`config.mk`:
```
export PLATFORM = sky130hd
export DESIGN_NAME = ram_pattern_wr
export DESIGN_NICKNAME = d
export VERILOG_FILES = /design/src/rtl/ram_pattern_wr.sv
export SDC_FILE = /design/constraint.sdc
export NUM_CORES = 1
export LEC_CHECK = 0
export CORE_MARGIN = 10
export CORE_UTILIZATION = 60
export DETAILED_ROUTE_END_ITERATION = 8
export PLACE_DENSITY_LB_ADDON = 0.15
export SYNTH_ARGS = -nofsm -noshare
export SYNTH_HDL_FRONTEND = slang
export SYNTH_SLANG_ARGS = --single-unit
```
`constraint.sdc`:
```
create_clock -name clk -period 5.89 [get_ports clk]
set_input_delay 1.4725 -clock clk [delete_from_list [all_inputs] [get_ports clk]]
set_output_delay 1.4725 -clock clk [all_outputs]
set_load 0.01 [all_outputs]
```
`src/rtl/ram_pattern_wr.sv`:
```
// Write-side pattern generator for the dual-port RAM test path.
// Fills addresses 0..DEPTH-1 with a selectable pattern, flags the reader once
// RD_THRESH words are written, and can loop continuously while counting passes.
module ram_pattern_wr #(
  parameter int unsigned DATA_W    = 8,
  parameter int unsigned ADDR_W    = 6,
  parameter int unsigned DEPTH     = 64,
  parameter int unsigned RD_THRESH = 32
) (
  input  logic              clk,
  input  logic              rst_n,
  input  logic              start,
  input  logic              abort,
  input  logic              cont,
  input  logic [1:0]        mode,
  input  logic [DATA_W-1:0] seed,
  output logic              ram_wr_en,
  output logic              ram_wr_we,
  output logic [ADDR_W-1:0] ram_wr_addr,
  output logic [DATA_W-1:0] ram_wr_data,
  output logic              rd_flag,
  output logic              busy,
  output logic              done,
  output logic [15:0]       pass_cnt
);

  typedef enum logic [0:0] {StIdle, StWrite} state_e;

  localparam logic [ADDR_W-1:0] LastAddr = ADDR_W'(DEPTH - 1);
  localparam logic [ADDR_W-1:0] FlagAddr = ADDR_W'(RD_THRESH - 1);

  // Pattern value for address a under pattern m with seed s.
  function automatic logic [DATA_W-1:0] pattern(input logic [1:0]        m,
                                                input logic [DATA_W-1:0] s,
                                                input logic [ADDR_W-1:0] a);
    logic [DATA_W-1:0] res;
    int unsigned       rot;
    rot = 32'(a) % DATA_W;
    case (m)
      2'd0:    res = DATA_W'(a);
      2'd1:    res = s;
      // rot == 0 shifts the right half by the full width, which yields zero
      2'd2:    res = (s << rot) | (s >> (DATA_W - rot));
      default: res = a[0] ? ~s : s;
    endcase
    return res;
  endfunction

  state_e              state_q, state_d;
  logic [ADDR_W-1:0]   addr_q, addr_d;
  logic [DATA_W-1:0]   data_q, data_d;
  logic [1:0]          mode_q, mode_d;
  logic [DATA_W-1:0]   seed_q, seed_d;
  logic                cont_q, cont_d;
  logic                rd_flag_q, rd_flag_d;
  logic                done_q, done_d;
  logic [15:0]         pass_cnt_q, pass_cnt_d;

  logic                accept;
  logic                last;
  logic [ADDR_W-1:0]   next_addr;

  assign accept    = (state_q == StIdle) && start && !abort;
  assign last      = (addr_q == LastAddr);
  assign next_addr = last ? '0 : addr_q + ADDR_W'(1);

  // State and datapath registers; reset abandons any run in progress.
  always_ff @(posedge clk or negedge rst_n) begin
    if (!rst_n) begin
      state_q    <= StIdle;
      addr_q     <= '0;
      data_q     <= '0;
      mode_q     <= '0;
      seed_q     <= '0;
      cont_q     <= 1'b0;
      rd_flag_q  <= 1'b0;
      done_q     <= 1'b0;
      pass_cnt_q <= '0;
    end else begin
      state_q    <= state_d;
      addr_q     <= addr_d;
      data_q     <= data_d;
      mode_q     <= mode_d;
      seed_q     <= seed_d;
      cont_q     <= cont_d;
      rd_flag_q  <= rd_flag_d;
      done_q     <= done_d;
      pass_cnt_q <= pass_cnt_d;
    end
  end

  // Next state: abort wins over start in IDLE and ends a run in WRITE.
  always_comb begin
    state_d = state_q;
    unique case (state_q)
      StIdle:  if (accept) state_d = StWrite;
      StWrite: if (abort || (last && !cont_q)) state_d = StIdle;
      default: state_d = StIdle;
    endcase
  end

  // Datapath next values: address/data stepping, flag, pass counter, done pulse.
  always_comb begin
    addr_d     = addr_q;
    data_d     = data_q;
    mode_d     = mode_q;
    seed_d     = seed_q;
    cont_d     = cont_q;
    rd_flag_d  = rd_flag_q;
    pass_cnt_d = pass_cnt_q;
    done_d     = 1'b0;
    if (accept) begin
      mode_d     = mode;
      seed_d     = seed;
      cont_d     = cont;
      rd_flag_d  = 1'b0;
      pass_cnt_d = '0;
      addr_d     = '0;
      data_d     = pattern(mode, seed, '0);
    end else if (state_q == StWrite) begin
      // The word presented this cycle is written even when aborting.
      if (addr_q == FlagAddr) rd_flag_d = 1'b1;
      if (abort) begin
        addr_d = '0;
        data_d = '0;
      end else begin
        if (last) begin
          pass_cnt_d = (pass_cnt_q == 16'hFFFF) ? pass_cnt_q : pass_cnt_q + 16'd1;
          done_d     = !cont_q;
        end
        if (last && !cont_q) begin
          addr_d = '0;
          data_d = '0;
        end else begin
          addr_d = next_addr;
          data_d = pattern(mode_q, seed_q, next_addr);
        end
      end
    end
  end

  // Outputs come straight from registers.
  always_comb begin
    busy        = (state_q == StWrite);
    ram_wr_en   = busy;
    ram_wr_we   = busy;
    ram_wr_addr = addr_q;
    ram_wr_data = data_q;
    rd_flag     = rd_flag_q;
    done        = done_q;
    pass_cnt    = pass_cnt_q;
  end

endmodule
```
==> results by group <==
Status
  – Outcome: finished, final reports clean

Yosys
  – Post-Synth Adder-Cell Area: ~1.5%
  – Synthesized flop and latch total: 44
  – Most numerous cell in the Yosys netlist: sky130_fd_sc_hd__nand2_1
  – Post-synth EDFFs: 0
  – Top_reg_cell synth: sky130_fd_sc_hd__dfrtp_1
  – Mux cell area share after synthesis: under 10%
  – Compound-cell area share of the yosys netlist: about 28%
  – Post-synthesis share of cell area spent on and, or, nand and nor gates: between 20% and 30%
  – Sequential area share after synthesis: 31.91%
  – Post-Syn Area: about 3500 sq um
  – Count of distinct cell types in the synthesized netlist: 70
  – Nets in the synthesized netlist: between 400 and 500
  – Yosys warns: 0
  – Combinational family with the most area after synthesis: compound AO/OA/AOI/OAI gates
  – Cell taking the most area after synthesis: sky130_fd_sc_hd__dfrtp_1
  – XOR/XNOR share of the synthesized area: around 4.1%
  – Gate count after technology mapping: around 410
  – Leading post-synthesis cells by cell area: sky130_fd_sc_hd__dfrtp_1, sky130_fd_sc_hd__nand2_1, sky130_fd_sc_hd__xnor2_1
  – Yosys top cell area share: between 30% and 40%
  – Top cells by count, synth: sky130_fd_sc_hd__nand2_1, sky130_fd_sc_hd__dfrtp_1, sky130_fd_sc_hd__nor2_1
  – Average instance area after synthesis: between 8 and 9 sq um
  – Fraction of synthesis flops using an asynchronous set or reset pin: 100.0%

Cells and area
  – Layout Nets: between 400 and 500
  – Layout-stage area growth over the synthesis result: 14.90%
  – Cell Count, Final, Fillers Out: 507
  – Final design utilization: between 70% and 80%
  – Antenna Diode Count: 0
  – Layout cells sized above 1: just under 9%

Clocking
  – Total of cells resized after clock tree synthesis: 0
  – Number of hold buffers added after CTS: 0
  – Clock tree sinks: 44
  – Number of H-tree levels: 2
  – # Post-CTS Setup Buffers: 0
  – TritonCTS clock tree: done
  – Clock edge transition at the registers on the reported setup and hold paths: 0.09 ns
  – Buffer cell driving the clock tree root: sky130_fd_sc_hd__clkbuf_8
  – Max clock buf depth: 2
  – Number of CTS-inserted buffers: 5
  – Clock insertion delay at the later pin of the skew report: about 0.31 ns

STA
  – Final Max Slew Viols: 0
  – Final worst path period share: 56.65%
  – Setup TNS: 0 ns
  – Post-route setup slack: roughly 2.6 ns
  – Actual transition at the worst max-transition pin: between 1 and 1.5 ns
  – Final-report hold violation count: 0
  – FMAX: roughly 0.30 GHz
  – Setup repair after global routing missed its margin: no
  – Final critical path time including I/O delays and setup: about 3.3 ns
  – Setup Skew: about 0.012 ns
  – Relative slew slack: between 10% and 20%
  – Final setup violation count: 0

GRT
  – Residual overflow from global routing: 0
  – Number of antenna violations at the first check in global routing: 0
  – Total routing usage reported by global routing: between 20% and 30%
  – Global-route wire length before repair: ~17000 um
  – Maximum number of pins on one net before global-route repair: 45
  – Vias in the first global route: around 3400

Floorplan
  – DIE HEIGHT: 95.84 um
  – I/O pin count: 50
  – Starting Density: ~62%
  – Die outline area: 9184 sq um
  – Area of the placeable core: 5540 sq um
  – Horiz. Die Dim: 95.84 um
  – Site Rows: 27

Drt
  – Vias post-DR: between 3000 and 4000
  – Post-DR wirelength/cell: 20.88 um
  – Sum of routed wire length over all layers: about 11000 um
  – Via count normalized by instance count: slightly below 7
  – Remaining design rule violation count: 0
  – Antenna Violating Nets Remaining: 0
  – First DRT Iteration DRCs: between 300 and 400
  – Detailed-routing iteration count for the pre-antenna-repair pass: 5

Worst setup path
  – Element type at the critical path start: flop
  – Maximum net fanout on the critical path: 21
  – Req. time, crit path: roughly 6 ns
  – Type of the worst setup path: reg -> reg
  – Max stage delay on crit path: 0.89 ns
  – Crit path arrival time: between 3 and 4 ns
  – Endpoint class of the critical path: flop
  – Slowest stage cell, crit path: sky130_fd_sc_hd__o311ai_1
  – Internal reg-to-reg setup slack: ~2.6 ns
  – Crit-path cells: ha_1, buf_4, inv_1, o311ai_1, a21oi_1, o221ai_1, a31oi_1

Power and ir drop
  – Power per unit of standard cell area: about 260 nW/um^2
  – Leakage dissipation: around 1.6 nW
  – Max IR drop VDD: ~150 uV
  – Pwr Total: 1.016 mW

Place
  – Weighted congestion at the end of routability-driven global placement: 1.020
  – Port Buffers: ~50
  – Worst slack, placed: 2.425 ns
  – Placed cells: 499
  – Post-detailed-placement half-perimeter wirelength: 7619 um

Job
  – # Max-Cap Violations: 0

Worst hold path
  – Worst hold path class: reg -> reg
==> cells by family after synthesis <==
logic type,after synthesis
AND/OR/NAND/NOR,152
AO/OA/AOI/OAI,131
buffers and inverters,50
flip-flops,44
XOR/XNOR,16
multiplexers,15
adder cells (fa/ha/maj),4
==> cell type report <==
| cell class | instances | area [sq um] |
|---|---|---|
| multi-input cells | 318 | 2113 |
| fillers | 467 | 1575 |
| flip-flops and latches | 44 | 1101 |
| repair buffers | 51 | 500.5 |
| well taps | 72 | 90.09 |
| clock buffers | 6 | 72.57 |
| inverters | 14 | 52.55 |
| clock inverters | 2 | 35.03 |
==> metal layers <==
metal,GRT usage [%],share of wire [%],up-vias
li1,-,-,1576
met1,27.35,40,1698
met2,38.21,47,177
met3,5.214,7.8,52
met4,12.04,4.4,0
met5,0,0,-
==> placed cells by master, fill, tap and decap left out, drive strengths merged, types with 3 or more instances in the layout <==
cell type,instances
mux2,6
nor3,5
nand2,61
a221oi,3
a31o,3
nor4,5
a211oi,7
nor2,27
o31ai,6
and2,6
nand4,5
clkbuf,6
nor2b,7
xnor2,16
o21ai,24
o21a,4
or3,3
clkdlybuf4s50,48
a31oi,8
mux2i,7
and4,5
nand2b,3
o211ai,9
a21oi,24
dfrtp,44
a311oi,4
a2111oi,7
ha,4
nand3,15
inv,14
o41ai,3
a211o,3
buf,3
a22oi,3
==> flip-flops by register name, summed over array words and instances (netlist names) <==
register and flops:
done 1, rd_flag 1, seed_q 8, cont_q 1, ram_wr_data 8, pass_cnt 16
mode_q 2, ram_wr_addr 6, busy 1
==> critical path, delay by kind of cell, from the launching register on <==
| kind | cells | cell delay (ns) |
|---|---|---|
| buf+inv | 2 | 0.54 |
| compound gates | 4 | 1.32 |
| fa+ha+maj | 1 | 0.58 |
| flops | 1 | 0.77 |
==> where the power goes <==
group          total, mW  switching (mW)  leakage (nW)  internal (mW)
clock              0.240           0.114        0.0552          0.126
sequential         0.407          0.0718         0.584          0.335
combinational      0.369           0.204         0.925          0.165
total               1.02           0.390          1.56          0.626
==> stage by stage <==
step	instance area [sq um]	hold slack (ns)
finish	3965	0.4926
global route	3965	0.5185
CTS	3965	0.4958
detailed placement	3857	0.4763
global placement	3857	0.4712
floorplan	3451	0.4822
==> worst paths after layout <==
check / from / endpoint / cells after the start
setup / recovery: ram_wr_addr[0]$_DFFE_PN0P_ / ram_wr_data[4]$_DFFE_PN0P_ / 7
hold / removal: rd_flag$_DFFE_PN0P_ / rd_flag$_DFFE_PN0P_ / 2
setup reg to reg: ram_wr_addr[0]$_DFFE_PN0P_ / ram_wr_data[4]$_DFFE_PN0P_ / 7
hold reg to reg: rd_flag$_DFFE_PN0P_ / rd_flag$_DFFE_PN0P_ / 2
max in group asynchronous: rst_n / mode_q[1]$_DFFE_PN0P_ / 1
min in group asynchronous: rst_n / pass_cnt[13]$_DFFE_PN0P_ / 1
Power figures use the tool's default switching activity.
